### src/rtl/vlsu_sequencer_if.sv
// Memory port of the vector load/store sequencer: a single ELEN-wide request
// channel with grant, plus a load-return channel.
interface vlsu_sequencer_if #(
   parameter int ELEN = 32
);
   logic            mem_req;
   logic            mem_we;
   logic [ELEN-1:0] mem_addr;
   logic [ELEN-1:0] mem_wdata;
   logic            mem_gnt;
   logic            mem_rvalid;
   logic [ELEN-1:0] mem_rdata;

   // mem_req with mem_we/mem_addr/mem_wdata is offered and held unchanged until a
   // cycle with mem_gnt=1 accepts it; load data comes back later as a single
   // mem_rvalid cycle carrying mem_rdata.
   modport master (
      output mem_req, mem_we, mem_addr, mem_wdata,
      input  mem_gnt, mem_rvalid, mem_rdata
   );

   modport slave (
      input  mem_req, mem_we, mem_addr, mem_wdata,
      output mem_gnt, mem_rvalid, mem_rdata
   );
endinterface

### src/rtl/vlsu_sequencer.sv
// Vector load/store sequencer: walks the active lanes in ascending order and
// issues one ELEN-wide memory access per lane, assembling load data into xdmem.
module vlsu_sequencer #(
   parameter  int VLEN = 128,
   parameter  int ELEN = 32,
   localparam int NL   = VLEN / ELEN,
   localparam int LW   = (NL > 1) ? $clog2(NL) : 1
) (
   input  logic                 clk,
   input  logic                 rst_n,
   input  logic                 start,
   input  logic                 is_store,
   input  logic [NL*ELEN-1:0]   lane_addr,
   input  logic [NL-1:0]        lane_vm,
   input  logic [VLEN-1:0]      st_data,
   vlsu_sequencer_if.master     mem,
   output logic                 busy,
   output logic                 done,
   output logic [VLEN-1:0]      xdmem,
   output logic [NL-1:0]        vwen,
   output logic [1:0]           dbg_state
);

   typedef enum logic [1:0] {
      S_IDLE = 2'd0,
      S_REQ  = 2'd1,
      S_WAIT = 2'd2,
      S_DONE = 2'd3
   } state_e;

   state_e              state_q, state_d;
   logic [LW-1:0]       ptr_q, ptr_d;
   logic                st_q, st_d;
   logic [NL*ELEN-1:0]  addr_q, addr_d;
   logic [NL-1:0]       vm_q, vm_d;
   logic [VLEN-1:0]     data_q, data_d;
   logic [VLEN-1:0]     xdmem_q, xdmem_d;

   logic                first_found, next_found;
   logic [LW-1:0]       first_lane, next_lane;
   logic [ELEN-1:0]     cur_addr, cur_wdata;

   always_ff @(posedge clk or negedge rst_n) begin
      if (!rst_n) begin
         state_q <= S_IDLE;
         ptr_q   <= '0;
         st_q    <= 1'b0;
         addr_q  <= '0;
         vm_q    <= '0;
         data_q  <= '0;
         xdmem_q <= '0;
      end else begin
         state_q <= state_d;
         ptr_q   <= ptr_d;
         st_q    <= st_d;
         addr_q  <= addr_d;
         vm_q    <= vm_d;
         data_q  <= data_d;
         xdmem_q <= xdmem_d;
      end
   end

   // Lane search runs downward so the last hit is the lowest qualifying lane.
   always_comb begin
      first_found = 1'b0;
      first_lane  = '0;
      next_found  = 1'b0;
      next_lane   = '0;
      cur_addr    = '0;
      cur_wdata   = '0;
      for (int i = NL-1; i >= 0; i--) begin
         if (lane_vm[i]) begin
            first_found = 1'b1;
            first_lane  = LW'(i);
         end
         if (vm_q[i] && (LW'(i) > ptr_q)) begin
            next_found = 1'b1;
            next_lane  = LW'(i);
         end
      end
      for (int i = 0; i < NL; i++) begin
         if (LW'(i) == ptr_q) begin
            cur_addr  = addr_q[i*ELEN +: ELEN];
            cur_wdata = data_q[i*ELEN +: ELEN];
         end
      end
   end

   always_comb begin
      state_d = state_q;
      ptr_d   = ptr_q;
      st_d    = st_q;
      addr_d  = addr_q;
      vm_d    = vm_q;
      data_d  = data_q;
      xdmem_d = xdmem_q;
      case (state_q)
         S_IDLE: begin
            if (start) begin
               st_d    = is_store;
               addr_d  = lane_addr;
               vm_d    = lane_vm;
               data_d  = st_data;
               xdmem_d = '0;
               if (first_found) begin
                  state_d = S_REQ;
                  ptr_d   = first_lane;
               end else begin
                  state_d = S_DONE;
                  ptr_d   = '0;
               end
            end
         end
         S_REQ: begin
            if (mem.mem_gnt) begin
               if (!st_q) begin
                  state_d = S_WAIT;
               end else if (next_found) begin
                  ptr_d = next_lane;
               end else begin
                  state_d = S_DONE;
               end
            end
         end
         S_WAIT: begin
            if (mem.mem_rvalid) begin
               for (int i = 0; i < NL; i++) begin
                  if (LW'(i) == ptr_q) begin
                     xdmem_d[i*ELEN +: ELEN] = mem.mem_rdata;
                  end
               end
               if (next_found) begin
                  state_d = S_REQ;
                  ptr_d   = next_lane;
               end else begin
                  state_d = S_DONE;
               end
            end
         end
         S_DONE: begin
            state_d = S_IDLE;
            ptr_d   = '0;
         end
         default: begin
            state_d = S_IDLE;
            ptr_d   = '0;
         end
      endcase
   end

   // All outputs decode registered state only, so reset alone drives them to 0.
   assign mem.mem_req   = (state_q == S_REQ);
   assign mem.mem_we    = (state_q == S_REQ) && st_q;
   assign mem.mem_addr  = (state_q == S_REQ) ? cur_addr : '0;
   assign mem.mem_wdata = ((state_q == S_REQ) && st_q) ? cur_wdata : '0;

   assign busy      = (state_q != S_IDLE);
   assign done      = (state_q == S_DONE);
   assign vwen      = ((state_q == S_DONE) && !st_q) ? vm_q : '0;
   assign xdmem     = xdmem_q;
   assign dbg_state = state_q;

endmodule

### src/flat_wrapper.sv
// flat-port wrapper written by rule: the top's interface ports become plain ports
module vlsu_sequencer_flat 
#(
   parameter  int VLEN = 128,
   parameter  int ELEN = 32,
   localparam int NL   = VLEN / ELEN,
   localparam int LW   = (NL > 1) ? $clog2(NL) : 1
)
  (clk, rst_n, start, is_store, lane_addr, lane_vm, st_data, busy, done, xdmem, vwen, dbg_state, mem_mem_req, mem_mem_we, mem_mem_addr, mem_mem_wdata, mem_mem_gnt, mem_mem_rvalid, mem_mem_rdata);
  vlsu_sequencer_if #(.ELEN(ELEN)) mem_i ();
  input  logic clk;
  input  logic rst_n;
  input  logic start;
  input  logic is_store;
  input  logic [NL*ELEN-1:0] lane_addr;
  input  logic [NL-1:0] lane_vm;
  input  logic [VLEN-1:0] st_data;
  output logic busy;
  output logic done;
  output logic [VLEN-1:0] xdmem;
  output logic [NL-1:0] vwen;
  output logic [1:0] dbg_state;
  output wire logic [$bits(mem_i.mem_req)-1:0] mem_mem_req;
  output wire logic [$bits(mem_i.mem_we)-1:0] mem_mem_we;
  output wire logic [$bits(mem_i.mem_addr)-1:0] mem_mem_addr;
  output wire logic [$bits(mem_i.mem_wdata)-1:0] mem_mem_wdata;
  input wire logic [$bits(mem_i.mem_gnt)-1:0] mem_mem_gnt;
  input wire logic [$bits(mem_i.mem_rvalid)-1:0] mem_mem_rvalid;
  input wire logic [$bits(mem_i.mem_rdata)-1:0] mem_mem_rdata;
  assign mem_mem_req = mem_i.mem_req;
  assign mem_mem_we = mem_i.mem_we;
  assign mem_mem_addr = mem_i.mem_addr;
  assign mem_mem_wdata = mem_i.mem_wdata;
  assign mem_i.mem_gnt = mem_mem_gnt;
  assign mem_i.mem_rvalid = mem_mem_rvalid;
  assign mem_i.mem_rdata = mem_mem_rdata;
  vlsu_sequencer #(.VLEN(VLEN), .ELEN(ELEN)) u_core (.clk(clk), .rst_n(rst_n), .start(start), .is_store(is_store), .lane_addr(lane_addr), .lane_vm(lane_vm), .st_data(st_data), .mem(mem_i), .busy(busy), .done(done), .xdmem(xdmem), .vwen(vwen), .dbg_state(dbg_state));
endmodule
### config.mk
export PLATFORM = sky130hd
export DESIGN_NAME = vlsu_sequencer_flat
export DESIGN_NICKNAME = d
export VERILOG_FILES = /design/src/rtl/vlsu_sequencer_if.sv /design/src/rtl/vlsu_sequencer.sv /design/src/flat_wrapper.sv
export SDC_FILE = /design/constraint.sdc
export NUM_CORES = 1
export LEC_CHECK = 0
export ABC_AREA = 1
export CAP_MARGIN = 20
export CORE_ASPECT_RATIO = 0.9
export CORE_MARGIN = 4
export CORE_UTILIZATION = 48
export CTS_CLUSTER_DIAMETER = 100
export DETAILED_ROUTE_END_ITERATION = 8
export MAX_ROUTING_LAYER = met4
export PLACE_DENSITY = 0.81
export SLEW_MARGIN = 10
export SYNTH_ARGS = -nofsm -noshare
export SYNTH_HDL_FRONTEND = slang
export SYNTH_SLANG_ARGS = --single-unit
export TNS_END_PERCENT = 1
### constraint.sdc
create_clock -name clk -period 2.1 [get_ports clk]
set_input_delay 0.21 -clock clk [delete_from_list [all_inputs] [get_ports clk]]
set_output_delay 0.21 -clock clk [all_outputs]
set_load 0.01 [all_outputs]
; Word level (Yosys, flattened, before mapping)
; Cells that the tools add are included.
[totals]
output_inout_bits = 202
latch_bits = 0
ram_bits = 0
mem_bits_ro = 0
in_bits = 298
reg_bits = 393
elab_cells = 96
mem_count = 0
[classes]
bitwise = 0
n_mux = 49
n_reduce_logical = 18
multipliers = 0
n_div = 0
magnitude_cmp = 4
eq_ne = 15
n_addsub = 0
shift = 0
[op_table]
columns = op, count
row1 = $mux W32, 14
row2 = $mux W128, 2
row3 = $pmux W128 S2, 1
row4 = $mux W2, 21
row5 = $reduce_and A4 Y1, 6
row6 = $pmux W2 S4, 2
row7 = $ne A2 B1 Y1 const B, 6
row8 = $mux W1, 8
row9 = $logic_and A1 B1 Y1, 6
row10 = $eq A2 B2 Y1 const A, 2
row11 = $eq A2 B2 Y1 const B, 2
row12 = $gt A1 B2 Y1 const A, 2
row13 = $gt A2 B2 Y1 const A, 2
row14 = $logic_not A2 Y1, 2
row15 = $mux W4, 1
row16 = $ne A2 B2 Y1 const B, 2
row17 = $reduce_bool A2 Y1, 2
row18 = $ne A3 B3 Y1 const B, 1
row19 = $eq A1 B2 Y1 const A, 1
row20 = $eq A2 B1 Y1 const B, 1
row21 = $reduce_and A2 Y1, 1
row22 = $logic_not A1 Y1, 1

; Depth between registers and ports, before layout
[depth]
word_depth = 10
mapped_depth = 10

; Worst setup path before layout
; No wires, ideal clock.
[synth_path]
kind = reg-to-output
startpoint = reg u_core.state_q[1], in the netlist u_core.dbg_state[1]
endpoint = out mem_mem_wdata[11]
path_stages_with_launch = 9
arrival_ns = 1.673
slack_ns = 0.217
n_path_buf = 2
path_cell_list = dfrtp_1 -> inv_1 -> ha_1 -> buf_2 -> nand2_1 -> inv_2 -> buf_2 -> o21ai_0 -> a21oi_1
[synth_between]
elab_chain_len = 3
[synth_rtl]
columns = item, line_no
row1 = from (decl), vlsu_sequencer.sv:31  ; state_e state_q, state_d;
row2 = from (signal assigned), vlsu_sequencer.sv:53  ; state_q <= state_d;
row3 = $eq A2 B1 Y1, n/a
row4 = net mem_mem_req, flat_wrapper.sv:23  ; output wire logic [$bits(mem_i.mem_req)-1:0] mem_mem_req;
row5 = $logic_and A1 B1 Y1, vlsu_sequencer.sv:155  ; assign mem.mem_wdata = ((state_q == S_REQ) && st_q) ? cur_wdata : '0;
row6 = $mux W32, vlsu_sequencer.sv:155
row7 = to (decl), flat_wrapper.sv:26  ; output wire logic [$bits(mem_i.mem_wdata)-1:0] mem_mem_wdata;
; The timed path passes the listed nets, and every way through them passes these cells.

; Worst setup path after layout
[layout_path]
startpoint = reg u_core.ptr_q[1]
endpoint = out mem_mem_wdata[4]
[layout_between]
elab_chain_len = 6
elab_cells_between_ends = 9
classes_between = 3 x eq/ne / 5 x mux / 1 x reduce/logical
[layout_rtl]
columns = item, line_no
row1 = from (decl), vlsu_sequencer.sv:32  ; logic [LW-1:0] ptr_q, ptr_d;
row2 = from (signal assigned), vlsu_sequencer.sv:54  ; ptr_q <= ptr_d;
row3 = $logic_not A2 Y1, vlsu_sequencer.sv:82  ; if (LW'(i) == ptr_q) begin
row4 = $mux W32 (3 in series), vlsu_sequencer.sv:82
row5 = $mux W32 *, vlsu_sequencer.sv:82
row6 = $mux W32 *, vlsu_sequencer.sv:155
; Every way passes the cells marked *; elsewhere a longest branch is shown, timed or not.

==> flow_metrics.py <==
metrics = {
    "clock_tree": {
        "cts_buffers": 42,
        "path_clk_slew_ns": 0.06,
        "cts-root-buf": "clkbuf_16",
        "cts-htree-levels": 2,
        "cts_tree": "yes",
        "insertion_delay_ns": 0.54,
        "clockBufferDepth": 3,
        "cts.sinks": 393,
    },
    "yosys": {
        "yosysTopAreaCell": "dfrtp_1",
        "yosysWarnings": 0,
        "synth_top_area_share_pct": 57.1,
        "synthFlopType": "dfrtp_1",
        "async_flop_share_pct": 100,
        "synth.avg_cell_area_um2": 11.1,
        "ys_seq_area_share_pct": 57.1,
        "synth_edf_count": 0,
        "synth_area_leaders": "dfrtp_1, mux2_2, nand2_1",
        "synth-seq-cells": 393,
        "netlist_area_mm2": 0.0172,
        "synth_nets": 1850,
        "syn_inst": 1547,
        "yosysUniqueCellTypes": 31,
    },
    "critical_path": {
        "r2r_end": "u_core.addr_q[44]",
        "r2r_start": "u_core.dbg_state[0]",
        "crit_type": "reg -> out",
        "start_kind": "flip-flop",
        "crit_arrival_ns": 2.03,
        "cp_max_fo": 7,
        "crit_required_ns": 1.89,
        "critPathCaptureType": "primary output",
        "rr_worst_depth": 7,
        "r2r_slack_ns": 0.09,
    },
    "floorplan": {
        "die_area_mm2": 0.0390,
        "std_cell_rows": 65,
        "io_pins": 500,
        "start_util_pct": 48.9,
        "die_h_um": 188,
        "core_mm2": 0.0352,
        "die_x_um": 208,
    },
    "global_route": {
        "use_met1_pct": 35.2,
        "grt_pass1_vias": 15100,
        "grt_util_met3_pct": 6.29,
        "top_usage_layer": "met2",
        "use_met2_pct": 48.5,
        "antenna_found_initial": 13,
        "grtUsageTotal_pct": 29.4,
        "gr-total-overflow": 0,
        "grt_pass1_wl_um": 87900,
        "grt_max_degree": 82,
    },
    "cells_and_area": {
        "num-fill-cells": 2331,
        "num-nets-final": 2400,
        "layout.cells.non_filler": 2611,
        "layout-drive-gt1-share_pct": 28.8,
        "area_growth_pct": 47.8,
    },
    "timing": {
        "drv_slew": 0,
        "worstMarginPinSlew_ns": 0.517,
        "hold_violations": 0,
        "relSlewSlack_pct": 65.5,
        "finalCritPeriodShare_pct": 107,
        "grt_setup_unrepaired": "yes",
        "worst_slack_ns": -0.145,
        "fin_crit_ns": 2.24,
        "fmax_mhz": 446,
        "fin_skew_ns": 0.0155,
        "setup_tns_ns": -4.64,
        "final-setup-viol-count": 59,
    },
    "placement": {
        "globalplace.congestion": 0.928,
        "placed_cells": 2490,
        "port_buffers": 499,
        "dp_hpwl_um": 40100,
    },
    "route": {
        "drc": 0,
        "ant_nets": 0,
        "dr_total_vias": 14500,
        "first_iter_violations": 1033,
        "routed_wirelength_um": 58500,
        "avgRoutedWirePerCell_um": 22.4,
        "drt_pass1_iterations": 5,
        "vias_per_cell": 5.55,
    },
    "pwr": {
        "p_clk_share_pct": 20.4,
        "sequentialPowerShare_pct": 34.4,
        "switching_share_pct": 36.6,
        "power.internal_w": 0.0241,
        "power.leakage_nw": 11.3,
        "switching_power_w": 0.0139,
        "powerDensity_mw_per_mm2": 1490,
        "vdd_drop_max_uv": 876,
        "power_frac_comb_pct": 45.2,
    },
    "job": {
        "maxCapViolCount": 0,
    },
    "outcome": {
        "status": "complete, but fails checks",
        "violations": "negative setup slack",
    },
    "min_path": {
        "hp-class": "in -> async",
    },
}
[cell families after synthesis]
group,synth area share (%)
and+or+nand+nor,10.1
AOI/OAI and AO/OA,11.5
buffers and inverters,5.68
DFF,57.1
muxes,15.2
adders and majority gates,0.363
[registers in the layout, indices dropped and copies added (netlist names)]
signal and flops:
u_core.vm_q 4, u_core.addr_q 128, u_core.st_q 1, u_core.data_q 128, u_core.xdmem 128, u_core.ptr_q 2, u_core.dbg_state 2
[metrics by stage]
step | setup slack, ns | hold WS [ns] | power (W) | util, % | cell area (µm²)
after floorplan | 0.217 | -0.0856 | 0.0217 | - | 17200
after global placement | 0.00231 | 0.203 | 0.0281 | 65.7 | 23100
after detailed placement | -0.0225 | 0.197 | 0.0287 | 65.7 | 23100
after CTS | -0.178 | 0.223 | 0.0371 | 70.8 | 24900
after global routing | -0.206 | 0.251 | 0.0400 | 72.2 | 25400
final | -0.145 | 0.223 | 0.0380 | 72.2 | 25400
[cells in the mapped netlist, types with 13 or more instances]
cell and n:
a21oi_1 60, buf_2 50, buf_6 28, clkbuf_1 20, dfrtp_1 393, inv_1 77, mux2_1 40, mux2_2 192
nand2_1 264, nand3_1 71, nor2_1 71, o211ai_1 51, o21ai_0 50, o21ai_1 65, o21ai_2 66, o221ai_1 13
[cells in the final DEF (no fill, tap or decap), drive strengths merged]
cell type | Yosys | routed
nor3 | 1 | 1
diode | 0 | 13
nand3 | 71 | 71
mux2 | 232 | 232
nand4 | 2 | 2
dlygate4sd2 | 0 | 5
nand2 | 271 | 272
clkinv | 0 | 8
o22ai | 1 | 1
bufinv | 0 | 5
clkdlybuf4s50 | 0 | 427
dlygate4sd3 | 0 | 1
dfrtp | 393 | 393
o31ai | 2 | 2
clkinvlp | 0 | 3
or2 | 6 | 6
a21oi | 60 | 60
ha | 5 | 5
clkbuf | 20 | 71
clkdlybuf4s15 | 0 | 7
nor2 | 72 | 72
o21ai | 181 | 181
buf | 83 | 158
inv | 82 | 81
o211ai | 51 | 51
nor4 | 1 | 1
o221ai | 13 | 13
[final cells by class]
| type | instances | area, µm² | area share, % |
|---|---|---|---|
| flip-flops and latches | 393 | 9840 | 38.7 |
| multi-input cells | 970 | 6790 | 26.7 |
| repair buffers | 608 | 6400 | 25.2 |
| clock buffers | 61 | 1240 | 4.89 |
| well taps | 469 | 587 | 2.31 |
| inverters | 82 | 337 | 1.32 |
| clock inverters | 15 | 209 | 0.821 |
| diodes | 13 | 32.5 | 0.128 |
[worst max-delay path, stage by stage, from the launching register on]
cell and delay [ns]:
dfrtp_2 0.46, nor2_4 0.15, buf_12 0.17, buf_12 0.14, buf_8 0.12, nand2_2 0.05, o211ai_1 0.12, a21oi_1 0.12
buf_2 0.16
[metal layers]
layer  up-vias  share of wire [%]
li1       6414                  -
met5         -                  0
met3       156                7.6
met2       705                 49
met1      7226                 38
met4         0                4.8
[timing repair]
action / CTS / global route
endpoints found under the hold margin: 49 / 0
setup endpoints to repair: 71 / 207
resized for setup: 350 / 98
pin swaps: 27 / 39
setup buffers: 11 / 6
hold buffers: 1 / 0
gates cloned: 7 / 7
[how the worst max path moves through the flow]
stage,start,end,slack (ns),cells past startpoint
2_1_floorplan,u_core.dbg_state[1],mem_mem_wdata[11],0.22,8
3_3_place_gp,u_core.dbg_state[1],mem_mem_addr[27],0.002,6
3_5_place_dp,u_core.dbg_state[1],mem_mem_addr[27],-0.02,6
4_1_cts,u_core.ptr_q[0],mem_mem_wdata[6],-0.18,7
5_1_grt,u_core.ptr_q[1],mem_mem_addr[23],-0.21,8
6_report,u_core.ptr_q[1],mem_mem_wdata[4],-0.14,8
[power groups by stage]
stage / combinational (W) / sequential (W) / clock (W)
6_report: 0.0172 / 0.0131 / 0.00775
5_1_grt: 0.0184 / 0.0134 / 0.00818
4_1_cts: 0.0163 / 0.0129 / 0.00788
3_5_place_dp: 0.0157 / 0.0130 / 0
3_3_place_gp: 0.0153 / 0.0128 / 0
2_1_floorplan: 0.00897 / 0.0127 / 0
No activity file was read; power rests on OpenSTA's default activity.
